$ cat src/rtl/gray_seg_scan.sv
// Captures a WIDTH-bit value (optionally Gray-coded), converts it to BCD with a
// serial double-dabble FSM and scans the decimal digits onto a multiplexed 7-segment display.
module gray_seg_scan #(
    parameter int WIDTH    = 4,
    parameter int DIGITS   = 3,
    parameter int SCAN_DIV = 1000
) (
    input  logic              clk,
    input  logic              rst_n,
    input  logic [WIDTH-1:0]  num_in,
    input  logic              load,
    input  logic              mode,
    output logic [6:0]        seg,
    output logic [DIGITS-1:0] dig_en,
    output logic              busy
);

    localparam int BW     = 4 * DIGITS;
    localparam int IDX_W  = (DIGITS > 1) ? $clog2(DIGITS) : 1;
    localparam int STEP_W = $clog2(WIDTH + 1);
    localparam logic [15:0]      PRE_TC   = 16'(SCAN_DIV - 1);
    localparam logic [IDX_W-1:0] IDX_LAST = IDX_W'(DIGITS - 1);

    typedef enum logic [1:0] {
        IDLE   = 2'd0,
        CONV   = 2'd1,
        UPDATE = 2'd2
    } state_t;

    state_t              state_r, state_next_s;
    logic [WIDTH-1:0]    shift_r, shift_next_s;
    logic [BW-1:0]       bcd_r, bcd_next_s, adj_s;
    logic [STEP_W-1:0]   step_r, step_next_s;
    logic [BW-1:0]       disp_r, disp_next_s;
    logic [15:0]         pre_r, pre_next_s;
    logic [IDX_W-1:0]    idx_r, idx_next_s;
    logic [6:0]          seg_r, seg_next_s;
    logic [DIGITS-1:0]   dig_en_r, onehot_s, blank_s;
    logic                busy_r, higher_nz_s, blk_s;
    logic [3:0]          nib_s;

    function automatic logic [6:0] seg_encode(input logic [3:0] d);
        logic [6:0] s;
        case (d)
            4'd0:    s = 7'b1111110;
            4'd1:    s = 7'b0110000;
            4'd2:    s = 7'b1101101;
            4'd3:    s = 7'b1111001;
            4'd4:    s = 7'b0110011;
            4'd5:    s = 7'b1011011;
            4'd6:    s = 7'b1011111;
            4'd7:    s = 7'b1110000;
            4'd8:    s = 7'b1111111;
            4'd9:    s = 7'b1111011;
            default: s = 7'b0000000;
        endcase
        return s;
    endfunction

    function automatic logic [BW-1:0] dabble_adjust(input logic [BW-1:0] b);
        logic [BW-1:0] r;
        r = b;
        for (int i = 0; i < DIGITS; i++) begin
            if (b[4*i +: 4] >= 4'd5) begin
                r[4*i +: 4] = b[4*i +: 4] + 4'd3;
            end else begin
                r[4*i +: 4] = b[4*i +: 4];
            end
        end
        return r;
    endfunction

    // Conversion FSM: next state, shift/BCD datapath and display capture.
    always_comb begin
        state_next_s = state_r;
        shift_next_s = shift_r;
        bcd_next_s   = bcd_r;
        step_next_s  = step_r;
        disp_next_s  = disp_r;
        adj_s        = dabble_adjust(bcd_r);
        case (state_r)
            IDLE: begin
                if (load) begin
                    state_next_s = CONV;
                    shift_next_s = mode ? num_in : (num_in ^ (num_in >> 1'b1));
                    bcd_next_s   = '0;
                    step_next_s  = STEP_W'(WIDTH);
                end else begin
                    state_next_s = IDLE;
                end
            end
            CONV: begin
                {bcd_next_s, shift_next_s} = {adj_s, shift_r} << 1'b1;
                step_next_s = step_r - 1'b1;
                if (step_r == STEP_W'(1)) begin
                    state_next_s = UPDATE;
                end else begin
                    state_next_s = CONV;
                end
            end
            UPDATE: begin
                disp_next_s  = bcd_r;
                state_next_s = IDLE;
            end
            default: begin
                state_next_s = IDLE;
            end
        endcase
    end

    // Scan prescaler and digit index, free-running regardless of the FSM.
    always_comb begin
        pre_next_s = pre_r + 16'd1;
        idx_next_s = idx_r;
        if (pre_r == PRE_TC) begin
            pre_next_s = 16'd0;
            if (idx_r == IDX_LAST) begin
                idx_next_s = '0;
            end else begin
                idx_next_s = idx_r + 1'b1;
            end
        end else begin
            pre_next_s = pre_r + 16'd1;
            idx_next_s = idx_r;
        end
    end

    // Segment/enable values for the next cycle so the outputs can be registered without lag.
    always_comb begin
        higher_nz_s = 1'b0;
        blank_s     = '0;
        nib_s       = 4'd0;
        blk_s       = 1'b0;
        onehot_s    = '0;
        for (int k = DIGITS - 1; k >= 0; k--) begin
            higher_nz_s = higher_nz_s | (disp_next_s[4*k +: 4] != 4'd0);
            blank_s[k]  = (k != 0) && !higher_nz_s;
        end
        for (int k = 0; k < DIGITS; k++) begin
            if (idx_next_s == IDX_W'(k)) begin
                nib_s       = disp_next_s[4*k +: 4];
                blk_s       = blank_s[k];
                onehot_s[k] = 1'b1;
            end else begin
                onehot_s[k] = 1'b0;
            end
        end
        seg_next_s = blk_s ? 7'b0000000 : seg_encode(nib_s);
    end

    // State and output registers; reset aborts any conversion in flight.
    always_ff @(posedge clk or negedge rst_n) begin
        if (!rst_n) begin
            state_r  <= IDLE;
            shift_r  <= '0;
            bcd_r    <= '0;
            step_r   <= '0;
            disp_r   <= '0;
            pre_r    <= 16'd0;
            idx_r    <= '0;
            seg_r    <= 7'b1111110;
            dig_en_r <= {{(DIGITS-1){1'b0}}, 1'b1};
            busy_r   <= 1'b0;
        end else begin
            state_r  <= state_next_s;
            shift_r  <= shift_next_s;
            bcd_r    <= bcd_next_s;
            step_r   <= step_next_s;
            disp_r   <= disp_next_s;
            pre_r    <= pre_next_s;
            idx_r    <= idx_next_s;
            seg_r    <= seg_next_s;
            dig_en_r <= onehot_s;
            busy_r   <= (state_next_s != IDLE);
        end
    end

    assign seg    = seg_r;
    assign dig_en = dig_en_r;
    assign busy   = busy_r;

endmodule

$ cat config.mk
export PLATFORM = sky130hd
export DESIGN_NAME = gray_seg_scan
export DESIGN_NICKNAME = d
export VERILOG_FILES = /design/src/rtl/gray_seg_scan.sv
export SDC_FILE = /design/constraint.sdc
export NUM_CORES = 1
export LEC_CHECK = 0
export ABC_AREA = 1
export ABC_CLOCK_PERIOD_IN_PS = 5970
export BUFFER_PORTS_ARGS = -buffer_cell sky130_fd_sc_hd__buf_2
export CAP_MARGIN = 20
export CORE_UTILIZATION = 36
export DETAILED_ROUTE_END_ITERATION = 8
export PLACE_DENSITY = 0.5
export SLEW_MARGIN = 20
export SYNTH_ARGS = -nofsm -noshare
export SYNTH_HDL_FRONTEND = slang
export SYNTH_SLANG_ARGS = --single-unit
$ cat constraint.sdc
create_clock -name clk -period 5.97 [get_ports clk]
set_input_delay 1.194 -clock clk [delete_from_list [all_inputs] [get_ports clk]]
set_output_delay 1.194 -clock clk [all_outputs]
set_load 0.02 [all_outputs]
# Word-level counts from Yosys, hierarchy flattened
# Memory sizes are Yosys's and may differ from the RTL's.
# Cells that the tools add are included.
# Widths: inputs -> output; s select.
# word_totals
latch_bits	0
elab_cells	65
memories	1
rom_bits	112
ramBits	0
regBits	62
out_inout_bits	11
in_bits	8
# classes
reduce_logical	9
n_div	0
n_shift	0
addsub	6
n_mux	26
magnitude_cmp	3
n_bitwise	2
n_eq_ne	8
mul	0
# memory_table
memory	depth	width	rd	rd_ports_with_merged_regs	wr	line	source
(no name shown)	16	7	1	0	0	44	case (d)
# ops
operator	count
$mux 4	7
$mux 12	2
$pmux 12 s2	1
$add 16x1->16 const B	1
$eq 16x10->1 const B	1
$mux 16	1
$ge 4x3->1 const B	3
$add 4x2->4 const B	2
$pmux 4 s2	1
$reduce_bool 4->1	2
$mux 7	1
$eq 2x2->1 const B	3
$mux 1	6
$mux 2	3
$mux 3	2
$pmux 3 s2	1
$eq 2x1->1 const B	2
$logic_not 2->1	2
$pmux 2 s2	1
$reduce_bool 2->1	2
$xor 4x3->4	1
$add 3x2->3 const B	1
$eq 3x1->1 const B	1
$sub 3x1->3 const B	1
5 further kinds	6

# Logic depth before layout (Yosys ltp)
# Gate-level depths: netlist (run 1).
# An unclocked memory read counts as a cell.
# depth
word_depth	9
mapped_depth	18
ltp_nobuf	18

# Worst setup path before layout (run 1)
# No wires, ideal clock.
# synth_path
path_type	input -> register
start	input port load
end	register shift_r[3]
setup_time_ns	0.087
setup_slack_ns	3.843
path_stages	6
arrival_ns	2.041
path_buffers	1
required_time_ns	5.883
cell_sequence	nand3_1 -> inv_1 -> nor2_1 -> inv_1 -> clkbuf_1 -> o211ai_1
# synth_between
elab_chain_cells	2
# synth_lines
item	line	source
start, declared	11	input logic load,
$ne 2x2->1 (no line)	-	
$reduce_and 2->1 (no line)	-	
end signal, assigned	166	shift_r <= shift_next_s;
end, declared	31	logic [WIDTH-1:0] shift_r, shift_next_s;
# Every way passes these cells.
# A chain may end at the register's enable or synchronous reset.

# Worst setup path after layout (run 1)
# layout_path
start	register pre_r[0]
end	register seg_r[3] (netlist: seg[3])
# layout_between
elab_chain_cells	8
word_cells_on_any_way	12
cone_classes	eq/ne (3); mux (7); reduce/logical (1); memory (1)
# layout_lines
item	line	source
start, declared	35	logic [15:0] pre_r, pre_next_s;
start signal, assigned	170	pre_r <= pre_next_s;
$eq 16x10->1 *	115	if (pre_r == PRE_TC) begin
$mux 2 *	115	
$logic_not 2->1	140	if (idx_next_s == IDX_W'(k)) begin
$mux 4 (3 in series)	140	
$mem_v2 16x7	-	
$mux 7 *	148	seg_next_s = blk_s ? 7'b0000000 : seg_encode(nib_s);
via seg_next_s[3]	37	logic [6:0] seg_r, seg_next_s;
end signal, assigned	172	seg_r <= seg_next_s;
end, declared	37	
# Mark *: on every way through the listed nets, which the timed path passes. The rest lies on a longest branch.

==> results of run 1 <==
[per-stage QoR]
step | setup WS, ns | instances | hold slack, ns | cell area, um2
after floorplan | 3.84 | 391 | 0.433 | 3380
after CTS | 3.63 | 533 | 0.462 | 3760
after global placement | 3.65 | 517 | 0.452 | 3600
after detailed placement | 3.60 | 517 | 0.453 | 3600
after global routing | 3.41 | 533 | 0.480 | 3760
final | 3.67 | 533 | 0.460 | 3760
[cell families after synthesis]
| kind of cell | count (synthesis) | synth area share, % |
|---|---|---|
| xor+xnor | 9 | 2.33 |
| compound gates | 55 | 9.13 |
| flops | 62 | 46.1 |
| simple gates | 176 | 28.7 |
| fa+ha+maj | 14 | 5.18 |
| buf+inv | 75 | 8.58 |
[worst max-delay path, stage by stage, from the launching register on]
cell and delay, ns:
dfrtp_1 0.37, ha_1 0.21, nand2_1 0.09, inv_2 0.09, nand2_2 0.06, nor2_4 0.14
nand3_2 0.13, nand2_4 0.14, nand3_1 0.10, nand3_1 0.19, inv_1 0.11, ha_1 0.30
nor2_1 0.16, nor2_1 0.07, nor2_1 0.09
[cell type report]
| type | count | share of cell area [%] |
|---|---|---|
| Clock buffer | 13 | 3.70 |
| Multi-Input combinational cell | 254 | 40.8 |
| Tap cell | 111 | 3.70 |
| Clock inverter | 3 | 0.400 |
| Timing Repair Buffer | 19 | 2.60 |
| Sequential cell | 62 | 41.5 |
| Inverter | 71 | 7.26 |
[sequential cells by signal (all words and copies together), names as in the netlist]
name / count
bcd_r: 12
disp_r: 12
dig_en: 3
seg: 7
shift_r: 4
step_r: 3
busy: 1
state_r: 2
pre_r: 16
idx_r: 2
[per-layer routing]
layer / global-route usage, % / vias to the layer above
li1: - / 1302
met1: 20.3 / 1171
met2: 25.3 / 28
met3: 5.25 / 5
met4: 4.13 / 0
met5: 0 / -
[report_power, final]
part	switching [mW]	leakage, nW	internal, mW
clock network	0.162	0.0812	0.149
logic	0.425	1.09	0.221
registers	0.0558	0.775	0.565
total	0.643	1.95	0.935
[placed cells by master, fill, tap and decap left out]
master / synthesis / layout
nand3_2: 5 / 5
nand4_1: 4 / 4
o21a_1: 1 / 1
clkinv_2: 1 / 4
xor2_1: 8 / 8
inv_2: 5 / 5
o221a_2: 1 / 1
buf_4: 0 / 1
nand3b_1: 1 / 1
o21ai_0: 32 / 32
nor4_2: 1 / 1
a21oi_1: 8 / 8
o32ai_1: 2 / 2
clkbuf_1: 2 / 4
nor2_1: 39 / 39
buf_2: 2 / 18
nor4_1: 2 / 2
ha_1: 14 / 14
a22oi_1: 2 / 2
nand3_4: 2 / 2
nor2_8: 2 / 2
xnor2_1: 1 / 1
o22ai_1: 5 / 5
nand2_4: 10 / 10
nor3_1: 5 / 5
dfrtp_1: 55 / 55
nand2_2: 15 / 15
clkinv_4: 1 / 1
o211ai_1: 1 / 1
dfstp_2: 7 / 7
clkbuf_8: 0 / 9
a22o_1: 1 / 1
inv_1: 64 / 64
nand2_1: 53 / 53
o21ai_1: 2 / 2
nor2_4: 3 / 3
nor2_2: 6 / 6
nand3_1: 28 / 28
[worst paths after layout]
path                       endpoint  slack, ns  startpoint
max reg2reg                  seg[3]       3.67    pre_r[0]
max                          seg[3]       3.67    pre_r[0]
min in group asynchronous  pre_r[8]       0.99       rst_n
min reg2reg                pre_r[0]       0.46    pre_r[0]
max in group asynchronous  idx_r[0]       4.42       rst_n
min                        pre_r[0]       0.46    pre_r[0]
==> reports/summary.log, run 1 <==
INFO  status         status=completed
INFO  setup_path     worst-endpoint-required=6.25ns
INFO  floorplanning  die-area=9790um2
INFO  finish         ff_latch_area=1560um2
INFO  floorplanning  die-width=99.0um
INFO  finish         utilization=41.1%
INFO  logic_synthesis cell_with_the_most_instances_after_synthesis=inv_1
INFO  logic_synthesis synth.area.top_cells=dfrtp_1, inv_1, nand2_1
INFO  placed_design  io_buffers=18
INFO  clock_network  clock-root-buffer=clkbuf_8
INFO  floorplanning  boundaryPins=19
INFO  sta            maxClockFrequency=435MHz
INFO  logic_synthesis synth.top_cells.by_count=inv_1, dfrtp_1, nand2_1
INFO  routing        m1WireLength=3.24mm
INFO  routing        detail_route.first_pass.iterations=4
INFO  power_and_ir_drop power.ir.vdd_worst=0.220mV
INFO  power_and_ir_drop leakagePower=1.95nW
INFO  logic_synthesis ys_warn_count=0
INFO  floorplanning  fp-row-count=35
INFO  setup_path     worst_r2r_path_depth=14
INFO  sta            setup_viol=0
INFO  routing        routed_wl=6.52mm
INFO  grt            antenna_found_initial=0
INFO  grt            vias_in_the_first_global_route=2562
INFO  clock_network  clock_tree_from_tritoncts=done
INFO  power_and_ir_drop p_per_area=420nW/um2
INFO  logic_synthesis synth.ff_latch_count=62
INFO  logic_synthesis synthesis.nets=413
INFO  clock_network  h_tree_levels=3
INFO  job            maxCapViolCount=0
INFO  setup_path     critical_path_peak_fanout=7
INFO  clock_network  total_clock_buffers_created_by_cts=9
INFO  clock_network  cts_hold_repair.buffers=0
INFO  setup_path     critPathLaunchType=flip-flop
INFO  routing        antenna_violating_nets_post_route=0
INFO  logic_synthesis synth_flop_cell=dfrtp_1
INFO  grt            groute.usage.overall=15.7%
INFO  finish         layout-area-overhead-vs-synth=11.0%
INFO  sta            final-max-slew-violation-count=0
INFO  clock_network  cts_resized=0
INFO  placed_design  globalplace.congestion=0.771
INFO  floorplanning  core-area=9150um2
INFO  routing        detail_route.drc_violations=0
INFO  clock_network  cts_num_sinks=62
INFO  finish         multi_input_comb_area=1530um2
INFO  clock_network  worstSkewPairLatency=0.34ns
INFO  hold_path      whs_path_depth=1
INFO  clock_network  post_cts_buffers=0
INFO  logic_synthesis syn_area_per_cell=8.66um2
INFO  floorplanning  die_h=99.0um
INFO  clock_network  worst_setup_hold_path_clk_slew=0.08ns
INFO  finish         finalNetCount=439
INFO  power_and_ir_drop fin_total_pwr=1.58mW
INFO  grt            first_pass_grt_wire_length=12.1mm
INFO  sta            maxSlewHeadroom=32.6%
INFO  logic_synthesis fraction_of_synthesis_flops_using_an_asynchronous_set_or_reset_pin=100%
INFO  sta            timing.final.crit_share=38.5%
INFO  clock_network  cts_max_path_buffers=2
INFO  finish         final.fill_count=920
INFO  sta            measured_slew_at_the_worst_slew_check_pin=1.01ns
INFO  finish         fraction_of_layout_cells_with_a_size_suffix_above_1=21.3%
INFO  logic_synthesis syn_area=3380um2
INFO  setup_path     end_kind=flip-flop
INFO  sta            worst_clock_skew=0.0144ns
INFO  routing        dr_total_vias=2506
INFO  logic_synthesis ys_types=36
INFO  placed_design  hpwl_after_detailed_placement=4.72mm
INFO  logic_synthesis synth_top_area_share=40.7%
INFO  sta            unrepaired_setup_endpoints_after_global_routing=no
INFO  sta            timing.setup.tns=0ns
INFO  routing        top_signal_layer_used=met4
INFO  sta            post-route-min-period=2.30ns
INFO  routing        route.detailed.wl_per_inst=12.2um
INFO  logic_synthesis edff_count_synth=0
INFO  grt            grt-ovfl-total=0
INFO  finish         antenna_cells_inserted=0
INFO  logic_synthesis postSynthCellCount=391
INFO  grt            grt_max_degree=63
INFO  hold_path      hold_path.class=reg -> reg
INFO  logic_synthesis yosys.area.top_type=dfrtp_1
INFO  floorplanning  initial_util=37.0%
INFO  routing        post_drt_via_cell_ratio=4.70
INFO  setup_path     crit_type=reg -> reg
INFO  setup_path     critPathArrivalTime=2.58ns
INFO  routing        wl_met3=233um
INFO  routing        drt_iter0_markers=94
INFO  sta            report.final.hold_viol_count=0
INFO  routing        met2WireLength=3.00mm
INFO  logic_synthesis synth-seq-area-share=46.1%
(Power assumes the default switching activity.)
==> run 2, diff against run 1 <==
ABC_CLOCK_PERIOD_IN_PS = 2100   (was 5970)
PLACE_DENSITY = 0.52   (was 0.5)
clock period = 2.1 ns   (was 5.97 ns; I/O delays follow)
==> reports/summary.log, run 2 (synthesized netlist as in run 1, its figures left out) <==
INFO  status         status=completed
INFO  routing        detail_route.first_pass.iterations=4
INFO  placed_design  hpwl_after_detailed_placement=5.20mm
INFO  clock_network  worstSkewPairLatency=0.34ns
INFO  sta            maxSlewHeadroom=67.2%
INFO  floorplanning  boundaryPins=19
INFO  floorplanning  initial_util=37.0%
INFO  setup_path     start_point_of_the_critical_path=pre_r[1]
INFO  power_and_ir_drop leakagePower=2.09nW
INFO  clock_network  cts_hold_repair.buffers=0
INFO  power_and_ir_drop fin_total_pwr=4.81mW
INFO  hold_path      hold_path.class=in -> async
INFO  routing        drt_iter0_markers=76
INFO  floorplanning  die-area=9790um2
INFO  grt            groute.usage.overall=15.9%
INFO  clock_network  clock_tree_from_tritoncts=done
INFO  sta            unrepaired_setup_endpoints_after_global_routing=yes
INFO  grt            antenna_found_initial=0
INFO  sta            timing.final.crit_share=97.4%
INFO  setup_path     end_kind=flip-flop
INFO  finish         largest_register_ffs=16
INFO  clock_network  h_tree_levels=3
INFO  power_and_ir_drop power.ir.vdd_worst=0.524mV
INFO  routing        detail_route.drc_violations=0
INFO  routing        dr_total_vias=2659
INFO  setup_path     worst-endpoint-required=2.38ns
INFO  clock_network  cts_num_sinks=62
INFO  finish         largest_registers_ranked_by_flip_flop_count=pre_r x16, bcd_r x12, disp_r x12
INFO  routing        antenna_violating_nets_post_route=0
INFO  sta            report.final.hold_viol_count=0
INFO  finish         final_common_cell=inv_1
INFO  routing        route.detailed.wl_per_inst=13.0um
INFO  sta            worst_clock_skew=0.00629ns
INFO  finish         antenna_cells_inserted=0
INFO  grt            grt-ovfl-total=0
INFO  sta            setup_viol=0
INFO  setup_path     critPathLaunchType=flip-flop
INFO  clock_network  worst_setup_hold_path_clk_slew=0.07ns
INFO  sta            timing.setup.tns=0ns
INFO  setup_path     critPathArrivalTime=2.32ns
INFO  sta            measured_slew_at_the_worst_slew_check_pin=0.487ns
INFO  sta            maxClockFrequency=489MHz
INFO  setup_path     critical_path_peak_fanout=3
INFO  finish         top_register=pre_r
INFO  floorplanning  fp-row-count=35
INFO  finish         fraction_of_layout_cells_with_a_size_suffix_above_1=30.4%
INFO  finish         layout-area-overhead-vs-synth=20.3%
INFO  job            maxCapViolCount=0
INFO  finish         finalNetCount=465
INFO  setup_path     crit_type=reg -> reg
INFO  clock_network  total_clock_buffers_created_by_cts=9
INFO  floorplanning  core-area=9150um2
INFO  placed_design  io_buffers=18
INFO  floorplanning  die_h=99.0um
INFO  sta            final-max-slew-violation-count=0
INFO  clock_network  cts_max_path_buffers=2
INFO  grt            first_pass_grt_wire_length=12.2mm
INFO  grt            grt_max_degree=47
INFO  power_and_ir_drop p_per_area=1180nW/um2
INFO  floorplanning  die-width=99.0um
INFO  setup_path     regToRegStartpoint=pre_r[1]
INFO  grt            vias_in_the_first_global_route=2708
INFO  sta            post-route-min-period=2.05ns
INFO  routing        post_drt_via_cell_ratio=4.77
INFO  clock_network  clock-root-buffer=clkbuf_8
INFO  routing        routed_wl=7.24mm
INFO  finish         mostFrequentLayoutCells=inv_1, dfrtp_1, nand2_1
INFO  placed_design  globalplace.congestion=0.825
[run 2: routing by layer]
metal  global-route usage [%]  part of all wire (%)
met3                     3.33                   2.5
met1                     19.8                    48
met4                     7.35                   1.7
met5                        0                     0
met2                     26.6                    48
[run 2: final cells by class]
class                      count  area [um2]
timing repair buffer          45         313
sequential                    62        1560
tap                          111         139
fill                         888        5080
inverter                      71         273
clock buffer                  14         163
clock inverter                 1        5.00
multi-input combinational    254        1620
[run 2: report_power, final]
group	switching, mW	leakage (nW)	internal (mW)
Combinational	1.32	1.24	0.788
Clock	0.448	0.0865	0.486
Sequential	0.160	0.773	1.61
Total	1.93	2.09	2.88
[run 2: worst paths after layout]
path	to	slack, ns	depth (start not counted)
min in group clk	shift_r[3]	0.33	3
max	seg[3]	0.05	16
max reg2reg	seg[3]	0.05	16
max in group asynchronous	dig_en[0]	1.45	2
min	pre_r[9]	0.01	1
min reg2reg	state_r[1]	0.47	1
[run 2: worst max-delay path, stage by stage, from the launching register on]
cell     delay (ns)
dfrtp_1        0.40
ha_4           0.17
nand2_2        0.05
inv_2          0.06
nand2_2        0.05
nor2_4         0.16
nand2_4        0.09
nand2_4        0.09
nand3_1        0.07
nand2_1        0.09
nand2_2        0.06
nand2_4        0.06
inv_2          0.05
ha_1           0.29
nor2_2         0.11
nor2_1         0.06
nor2_1         0.10
[run 2: metrics by stage]
| stage | hold slack (ns) | utilization, % | worst slack [ns] | cells | area (um2) |
|---|---|---|---|---|---|
| floorplan | 0.124 | - | 0.0537 | 391 | 3380 |
| global placement | 0.372 | 41.0 | 0.0672 | 535 | 3750 |
| detailed placement | 0.383 | 41.0 | 0.0222 | 535 | 3750 |
| CTS | 0.00903 | 42.8 | 0.00732 | 550 | 3920 |
| global route | 0.0330 | 44.5 | -0.0796 | 558 | 4070 |
| finish | 0.0108 | 44.5 | 0.0546 | 558 | 4070 |
[run 2: repair_timing]
action | 4_1_cts | 5_1_grt
setup buffers | 0 | 8
endpoints found under the setup margin | 0 | 7
resized for setup | 0 | 28
